===== src/rtl/xdma_read_mux.sv =====
// rtl/xdma_read_mux.sv - round-robin merge of N_INP burst streams into one registered output
// Bursts are never interleaved: a granted input keeps the grant until its last beat.
module xdma_read_mux #(
  parameter int unsigned N_INP     = 32'd2,
  parameter type         data_t    = logic,
  parameter int unsigned LOG_N_INP = (N_INP > 1) ? $clog2(N_INP) : 1
) (
  input  logic                 clk_i,
  input  logic                 rst_ni,
  input  data_t [N_INP-1:0]    inp_data_i,
  input  logic  [N_INP-1:0]    inp_last_i,
  input  logic  [N_INP-1:0]    inp_valid_i,
  output logic  [N_INP-1:0]    inp_ready_o,
  output data_t                oup_data_o,
  output logic                 oup_last_o,
  output logic [LOG_N_INP-1:0] oup_idx_o,
  output logic                 oup_valid_o,
  input  logic                 oup_ready_i
);

  typedef logic [LOG_N_INP-1:0] idx_t;
  typedef logic [LOG_N_INP:0]   sum_t;
  typedef enum logic {ARB = 1'b0, LOCK = 1'b1} state_e;

  state_e state_q, state_d;
  idx_t   rr_q, rr_d;
  idx_t   lock_idx_q, lock_idx_d;
  idx_t   gnt;
  sum_t   cand;
  logic   gnt_en;
  logic   acc;
  logic   xfer;
  logic   xfer_last;

  data_t  data_q;
  logic   last_q;
  idx_t   idx_q;
  logic   full_q;

  // Grant select; the descending loop lets the smallest offset from rr_q win.
  always_comb begin
    gnt    = lock_idx_q;
    gnt_en = 1'b1;
    cand   = '0;
    if (state_q == ARB) begin
      gnt    = rr_q;
      gnt_en = 1'b0;
      for (int k = int'(N_INP) - 1; k >= 0; k--) begin
        cand = {1'b0, rr_q} + sum_t'(k);
        if (cand >= sum_t'(N_INP)) begin
          cand = cand - sum_t'(N_INP);
        end
        if (inp_valid_i[cand[LOG_N_INP-1:0]]) begin
          gnt    = cand[LOG_N_INP-1:0];
          gnt_en = 1'b1;
        end
      end
    end
  end

  assign acc       = !full_q || oup_ready_i;
  assign xfer      = gnt_en && inp_valid_i[gnt] && acc;
  assign xfer_last = inp_last_i[gnt];

  always_ff @(posedge clk_i or negedge rst_ni) begin
    if (!rst_ni) begin
      state_q    <= ARB;
      rr_q       <= '0;
      lock_idx_q <= '0;
    end else begin
      state_q    <= state_d;
      rr_q       <= rr_d;
      lock_idx_q <= lock_idx_d;
    end
  end

  always_comb begin
    state_d    = state_q;
    rr_d       = rr_q;
    lock_idx_d = lock_idx_q;
    if (xfer) begin
      if (xfer_last) begin
        state_d = ARB;
        rr_d    = (gnt == idx_t'(N_INP - 1)) ? '0 : gnt + idx_t'(1);
      end else begin
        state_d    = LOCK;
        lock_idx_d = gnt;
      end
    end
  end

  always_comb begin
    inp_ready_o = '0;
    if (gnt_en) begin
      inp_ready_o[gnt] = acc;
    end
  end

  // A pop with a concurrent transfer simply reloads the register.
  always_ff @(posedge clk_i or negedge rst_ni) begin
    if (!rst_ni) begin
      data_q <= '0;
      last_q <= 1'b0;
      idx_q  <= '0;
      full_q <= 1'b0;
    end else if (xfer) begin
      data_q <= inp_data_i[gnt];
      last_q <= xfer_last;
      idx_q  <= gnt;
      full_q <= 1'b1;
    end else if (oup_ready_i) begin
      full_q <= 1'b0;
    end
  end

  assign oup_data_o  = data_q;
  assign oup_last_o  = last_q;
  assign oup_idx_o   = idx_q;
  assign oup_valid_o = full_q;

endmodule


===== config.mk =====
export PLATFORM = sky130hd
export DESIGN_NAME = xdma_read_mux
export DESIGN_NICKNAME = d
export VERILOG_FILES = /design/src/rtl/xdma_read_mux.sv
export SDC_FILE = /design/constraint.sdc
export NUM_CORES = 1
export LEC_CHECK = 0
export BUFFER_PORTS_ARGS = -buffer_cell sky130_fd_sc_hd__buf_2
export CAP_MARGIN = 20
export CORE_AREA = 2 2 39 41
export DETAILED_ROUTE_END_ITERATION = 16
export DIE_AREA = 0 0 41 43
export GPL_ROUTABILITY_DRIVEN = 0
export SYNTH_ARGS = -nofsm -noshare
export SYNTH_HDL_FRONTEND = slang
export SYNTH_SLANG_ARGS = --single-unit
export TNS_END_PERCENT = 50

===== constraint.sdc =====
create_clock -name clk_i -period 4.5 [get_ports clk_i]
set_clock_uncertainty 0.15 [all_clocks]
set_input_delay 0 -clock clk_i [delete_from_list [all_inputs] [get_ports clk_i]]
set_output_delay 0 -clock clk_i [all_outputs]
set_load 0.01 [all_outputs]

Word level (Yosys, flattened, before mapping). Index checks and enable logic that the tools add are counted.

Bits in registers: 7. Bits in latches: 0. Bits in writable memories: 0. ROM bits: 0. Logic and storage cells: 54. Memories: 0.

$add $sub $neg: 4. $mul: 0. Divide/modulo/power cells: 0. $lt $le $gt $ge: 6. Equality and inequality tests: 0. Shift operators: 0. Multiplexer cells: 27. Bitwise operators: 2. Reductions and logical operators: 8.

Operator list (count): 1-bit 2-to-1 mux (25); 1-bit by 2-bit less-than comparator with 1-bit output (second input constant) (3); 2-bit AND reduction (2); 1-bit logical AND (3); 1-bit by 1-bit adder with 2-bit output (second input constant) (1); 2-bit AND (1); 1-bit by 2-bit >= comparator with 1-bit output (second input constant) (1); 2-bit >= comparator (second input constant) (1); 2-bit 2-to-1 mux (1); 2-bit nonzero test (1); 1-bit subtractor (second input constant) (2); 1-bit adder (second input constant) (1); 1-bit demux with 1-bit select (1); 1-bit >= comparator (second input constant) (1); 1-bit logical NOT (1); 1-bit logical OR (1); 1-bit inverter (1).

Logic depth before layout (Yosys ltp). Gate-level depths: netlist of run 1.

Depth in word-level cells: 15. Depth in mapped cells: 4. Gate-level depth less buffers: 4.

Worst setup path before layout of run 1. Ideal clock, no wire load.

Kind: reg2reg. From: reg state_q. To: reg state_q. Arrival: 1.148 ns. Data required time: 4.232 ns. Setup slack: 3.084 ns. Cell stages (with the launch flop): 5. Path through: dfrtp_1 > or3b_1 > nand4_2 > o22ai_1 > a21o_1.

Word-level cells in the longest chain between the ends: 5. Elaborated cells between the ends (all ways): 9. Those cells by class: 7 x mux; 2 x reduce/logical.

RTL lines: start: declaration (RTL line 25) `state_e state_q, state_d;`; start signal: assignment (RTL line 71) `state_q <= state_d;`; 1-bit 2-to-1 mux (RTL line 45) `if (state_q == ARB) begin`; 1-bit 2-to-1 mux (not written as such) (2 in a row) (RTL line 62) `assign xfer = gnt_en && inp_valid_i[gnt] && acc;`; 1-bit logical AND (2 in a row) (RTL line 62).

Several ways; a longest one is shown, not always the timed one. The select of a mux whose other input is x is not followed. A chain may end at the register's enable or synchronous reset.

Worst setup path after layout of run 1.
From: reg state_q. To: reg full_q, in the netlist oup_valid_o.

Word-level cells in the longest chain between the ends: 6. Elaborated cells between the ends (all ways): 8. Those cells by class: 5 x mux; 3 x reduce/logical.

RTL lines: 1-bit 2-to-1 mux (RTL line 45); 1-bit 2-to-1 mux (not written as such) (2 in a row) (RTL line 62); 1-bit logical AND * (2 in a row) (RTL line 62); 1-bit 2-to-1 mux / 2-bit nonzero test (equally long branches); end signal: assignment (RTL line 105) `full_q <= 1'b0;`; end signal: assignment (RTL line 110) `full_q <= 1'b1;`; end signal: assignment (RTL line 112) `full_q <= 1'b0;`; end: declaration (RTL line 38) `logic full_q;`.

Every way passes the cells marked *; elsewhere a longest branch is shown, timed or not. The select of a mux whose other input is x is not followed.

==> reports/results.txt, run 1 <==
Status - completed
Initial antenna violation count - 0
Post-route clock period utilization - 0.5127
Mapped Avg Cell Area - 9.353 um^2
Fillers - 141
Die W - 41 um
Critical path's slowest cell - dlygate4sd3_1
CTS clk-pin slew, worst paths - 0.05 ns
Net Count, Synth - 49
Boundary Pins - 15
CP max FO - 8
Max VDD drop - 0.2236 mV
TritonCTS clock tree - done
Global route overflow - 0
CP Data Required Time - 4.48 ns
CTS Root Cell - clkbuf_4
Final Hold Vio Count - 0
Cells after DPL - 70
Overall Global Routing Usage - 0.1204
Post-CTS setup buffer count - 0
Mapped cell area - 374.1 um^2
Crit Path Category - reg2reg
Post-CTS Resized - 0
Antenna Cells - 0
Setup_tns - 0 ns
Ratio of cells with drive above 1 in the final layout - 0.2794
Syn Inst Count - 40
Clock Latency Late Sink - 0.25 ns
CTS max path bufs - 2
Yosys cell types - 19
CP Cell Sequence - or2b_1, o22ai_1, dlygate4sd3_1, nand2_1, dlygate4sd3_1
Seq/Total Area, Yosys - 0.4682
Routed Antenna Nets - 0
First-pass GRT wire length - 1393 um
Drt drc - 0
Drt via density - 4.786
Synth warn - 0
Final min period - 2.307 ns
Crit end category - flip-flop
Die area - 1763 um^2
Max Cap Viol - 0
Initial core utilization - 0.2703
RSZ-0062 raised after global routing - false
CP Launch Type - flip-flop
Pin count of the biggest net entering global routing - 9
Critical Path AT - 2.29 ns
Die height - 43 um
Routed wire length - 906 um
Endpoints failing setup - 0
Slowest stage delay, CP - 0.56 ns
Vias in the first global route - 339
Fmax - 433.4 MHz
Flops & latches, synth - 7
Final #Nets - 78
Hold Crit Class - in2reg
Vias - 402
1st-iter DRT viols - 9
Final hold slack - 0.1889 ns
CTS HTree Levels - 1
Hpwl dp - 615.8 um
Pwr Density - 542.4 nW/um^2
Num Clock Sinks - 7
Port bufs - 14
Slew Limit Fails - 0
Core Box Area - 1384 um^2
Total CTS buffers - 3
CP dominant cell by count - dlygate4sd3_1
Leak - 0.2876 nW
# rows - 14
Worst slew pin tran - 0.3457 ns
Non-filler cells, final - 84
TritonRoute pass-1 iters - 4
Layout area overhead - 57.86%
Relative slew slack - 0.7688
DR WL/cell - 10.79 um
## registers in the layout (all words and copies together) (netlist names)
name / count
lock_idx_q: 1
oup_data_o: 1
oup_idx_o: 1
oup_last_o: 1
oup_valid_o: 1
rr_q: 1
state_q: 1
## routing by layer
layer | track usage | up-vias | share of wire
met5 | 0 | - | 0
met3 | 0.03141 | 5 | 0.056
met1 | 0.1518 | 186 | 0.48
met4 | 0.1000 | 0 | 0.030
met2 | 0.1625 | 14 | 0.44
li1 | - | 197 | -
## power by group
part / total, mW / switching [mW] / internal [mW]
registers: 0.118 / 0.0251 / 0.0925
clock network: 0.0576 / 0.0237 / 0.0339
logic: 0.145 / 0.0666 / 0.0786
total: 0.320 / 0.115 / 0.205
## cells in the mapped netlist
master / number / area, um^2
o22ai_1: 3 / 18.77
nor2b_1: 1 / 6.260
or2b_1: 2 / 15.01
nand2b_1: 1 / 6.260
o22a_1: 1 / 8.760
a21oi_1: 4 / 20.02
a21boi_1: 1 / 7.510
and2_4: 1 / 8.760
a21o_1: 1 / 7.510
nand3_1: 1 / 5.000
o21ai_0: 2 / 10.01
inv_1: 5 / 18.77
a21boi_0: 1 / 7.510
dfrtp_1: 7 / 175.2
nor2_1: 1 / 3.750
nand4_2: 1 / 12.51
nand2_1: 3 / 11.26
nand3b_1: 3 / 22.52
or3b_1: 1 / 8.760
## layout by cell type (no fill, tap or decap)
cell type / Yosys / routed
nor2b_1: 1 / 1
a21boi_0: 1 / 1
inv_1: 5 / 5
nor2_1: 1 / 1
nand3b_1: 3 / 3
a21boi_1: 1 / 1
a21oi_1: 4 / 4
nand2b_1: 1 / 1
o21ai_0: 2 / 2
dfrtp_1: 7 / 7
clkbuf_4: 0 / 3
nand2_1: 3 / 3
or3b_1: 1 / 1
nand3_1: 1 / 1
and2_4: 1 / 1
o22a_1: 1 / 1
buf_2: 0 / 14
dlygate4sd3_1: 0 / 10
nand4_2: 1 / 1
o22ai_1: 3 / 3
or2b_1: 2 / 2
a21o_1: 1 / 1
clkbuf_1: 0 / 1
## critical path, delay by kind of cell, from the launching register on
family	cells	cell delay, ns
DFF	1	0.44
buffers and inverters	2	1.11
AOI/OAI and AO/OA	1	0.15
and+or+nand+nor	2	0.35
## logic make-up (layout without fill, tap and decap cells)
kind of cell           Yosys count  after routing  share of synthesized area
AO/OA/AOI/OAI                   13             13                     0.2141
buffers and inverters            5             33                    0.05017
flip-flops                       7              7                     0.4682
AND/OR/NAND/NOR                 15             15                     0.2675
## timing repair
action                                 4_1_cts  5_1_grt
endpoints found under the hold margin       14        0
setup endpoints to repair                    0        0
hold buffers                                10        0
## through the flow
stage	util	setup WS (ns)	power, mW	cell area, um^2
CTS	0.4268	2.192	0.3226	590.6
global route	0.4268	2.132	0.3448	590.6
finish	0.4268	2.193	0.3203	590.6
floorplan	-	3.084	0.1967	374.1
detailed placement	0.3354	2.991	0.2418	464.2
global placement	0.3354	3.028	0.2393	464.2
## worst paths after layout
check | start | slack, ns | cells past startpoint | endpoint
min reg2reg | oup_data_o | 0.37 | 2 | oup_data_o
max | state_q | 2.19 | 5 | oup_valid_o
max in group asynchronous | rst_ni | 3.39 | 3 | oup_valid_o
max reg2reg | state_q | 2.19 | 5 | oup_valid_o
min in group asynchronous | rst_ni | 0.55 | 3 | lock_idx_q
min | oup_ready_i | 0.19 | 4 | oup_idx_o
## cell type report
class                   count  area, um^2  share of cell area
repair buffers             24       170.2              0.2881
inverters                   5       18.77             0.03178
flip-flops and latches      7       175.2              0.2966
clock buffers               4       26.28             0.04449
multi-input cells          28       180.2              0.3051
well taps                  16       20.02             0.03390
No activity file was read; power rests on OpenSTA's default activity.
==> run 2, diff against run 1 <==
- clock period: 4.5 -> 2.35 ns (I/O delays scaled with it)
==> run 2 against run 1 <==
Effect of this change: sequential power is 92% higher; global-route usage unchanged; highest routed layer unchanged; critical endpoint unchanged; sequential cell count is the same; clock-buffer cell count is the same.
==> reports/results.txt, run 2 (synthesis gave the netlist of run 1 again) <==
Vias in the first global route - 339 (unchanged)
Overall Global Routing Usage - 0.1204 (unchanged)
Total CTS buffers - 3 (unchanged)
Drt via density - 4.786 (unchanged)
Slew Limit Fails - 0 (unchanged)
Non-filler cells, final - 84 (unchanged)
Setup_tns - 0 ns (unchanged)
CTS max path bufs - 2 (unchanged)
Final min period - 2.267 ns (was 2.307 ns)
Worst Hold Path Cells - 4 (unchanged)
Routed Antenna Nets - 0 (unchanged)
Vias - 402 (unchanged)
Post-route clock period utilization - 0.9648 (was 0.5127)
DR WL/cell - 10.79 um (unchanged)
Leak - 0.2865 nW (was 0.2876 nW)
Cells after DPL - 70 (unchanged)
Post-CTS setup buffer count - 0 (unchanged)
Antenna Cells - 0 (unchanged)
Final Hold Vio Count - 0 (unchanged)
Worst reg-to-reg path cell count - 5 (unchanged)
Sw frac - 0.3591 (was 0.3602)
Critical Path AT - 2.25 ns (was 2.29 ns)
Ratio of cells with drive above 1 in the final layout - 0.2941 (was 0.2794)
Fmax - 441.0 MHz (was 433.4 MHz)
Port bufs - 14 (unchanged)
Commonest non-fill, non-tap cell in the layout - buf_2 (unchanged)
Pin count of the biggest net entering global routing - 9 (unchanged)
Max VDD drop - 0.4337 mV (was 0.2236 mV)
Die W - 41 um (unchanged)
Hpwl dp - 615.8 um (unchanged)
Endpoints failing setup - 0 (unchanged)
Initial core utilization - 0.2703 (unchanged)
1st-iter DRT viols - 9 (unchanged)
TritonRoute pass-1 iters - 4 (unchanged)
CP Data Required Time - 2.33 ns (was 4.48 ns)
CTS Root Cell - clkbuf_4 (unchanged)
CP Launch Type - flip-flop (unchanged)
Crit end category - flip-flop (unchanged)
Clock Latency Late Sink - 0.25 ns (about the same)
RSZ-0062 raised after global routing - false (unchanged)
Clock power frac - 0.179 (was 0.180)
First-pass GRT wire length - 1393 um (unchanged)
Status - completed (unchanged)
Sequential Power Share - 0.369 (was 0.367)
Routed wire length - 906 um (unchanged)
CTS clk-pin slew, worst paths - 0.05 ns (about the same)
Num Clock Sinks - 7 (unchanged)
Most frequent cells in the layout - buf_2 (14), dlygate4sd3_1 (10), dfrtp_1 (6) (was buf_2 (14), dlygate4sd3_1 (10), dfrtp_1 (7))
Global route overflow - 0 (unchanged)
Pwr Density - 1040 nW/um^2 (was 542.4 nW/um^2)
Drt drc - 0 (unchanged)
Die area - 1763 um^2 (unchanged)
CP max FO - 8 (unchanged)
Boundary Pins - 15 (unchanged)
Switching power - 0.2209 mW (was 0.1154 mW)
Initial antenna violation count - 0 (unchanged)
Layout area overhead - 58.19% (was 57.86%)
TritonCTS clock tree - done (unchanged)
Hold Crit Class - in2reg (unchanged)
Relative slew slack - 0.7689 (was 0.7688)
# rows - 14 (unchanged)
Comb pwr share - 0.452 (was 0.453)
CTS HTree Levels - 1 (unchanged)
Max Cap Viol - 0 (unchanged)
Die height - 43 um (unchanged)
Pint - 0.3943 mW (was 0.2049 mW)
Final #Nets - 78 (unchanged)
Worst slew pin tran - 0.3455 ns (was 0.3457 ns)
Core Box Area - 1384 um^2 (unchanged)
Crit Path Category - reg2reg (unchanged)
run 2: cell count changes in the layout (fill, tap and decap cells not counted):
cell,before,now
dfrtp_2,0,1
dfrtp_1,7,6
run 2: area by class of cell:
class	instances	area [um^2]
fill	141	792.0
inverter	5	18.77
clock buffer	4	26.28
sequential	7	176.4
timing repair buffer	24	170.2
multi-input combinational	28	180.2
tap	16	20.02
run 2: worst max-delay path, cell delays in order (launching register included):
cell           delay, ns
dfrtp_2             0.41
or2b_1              0.29
o22ai_1             0.15
dlygate4sd3_1       0.56
nand2_1             0.05
dlygate4sd3_1       0.55
run 2: repair_timing:
item,4_1_cts,5_1_grt
resized for setup,0,1
endpoints found under the setup margin,0,1
endpoints found under the hold margin,14,0
hold buffers,10,0
run 2: final timing paths:
| kind | from | to | slack [ns] |
|---|---|---|---|
| max | state_q | oup_valid_o | 0.08 |
| min | oup_ready_i | oup_idx_o | 0.19 |
| max reg2reg | state_q | oup_valid_o | 0.08 |
| min reg2reg | oup_data_o | oup_data_o | 0.37 |
| max in group asynchronous | rst_ni | state_q | 1.22 |
| min in group asynchronous | rst_ni | lock_idx_q | 0.55 |
run 2: power groups by stage:
stage	clock network (mW)	registers, mW	logic (mW)
global placement	0	0.223	0.235
CTS	0.115	0.225	0.278
floorplan	0	0.232	0.145
finish	0.110	0.227	0.278
global route	0.120	0.237	0.306
detailed placement	0	0.227	0.236
run 2: metal layers:
metal / up-vias / track usage / routed length (um)
li1: 197 / - / -
met1: 186 / 0.1518 / 431
met2: 14 / 0.1625 / 395
met3: 5 / 0.03141 / 51
met4: 0 / 0.1000 / 27
met5: - / 0 / 0
run 2: metrics by stage:
step           area (um^2)  worst slack [ns]  hold WS [ns]  power [mW]    util
2_1_floorplan        374.1            0.9344       -0.4456      0.3767       -
3_3_place_gp         464.2            0.8784       -0.3015      0.4583  0.3354
3_5_place_dp         464.2            0.8407       -0.3017      0.4630  0.3354
4_1_cts              590.6           0.04177        0.1959      0.6177  0.4268
5_1_grt              591.8           0.02811        0.2308      0.6621  0.4277
6_report             591.8           0.08262        0.1889      0.6152  0.4277
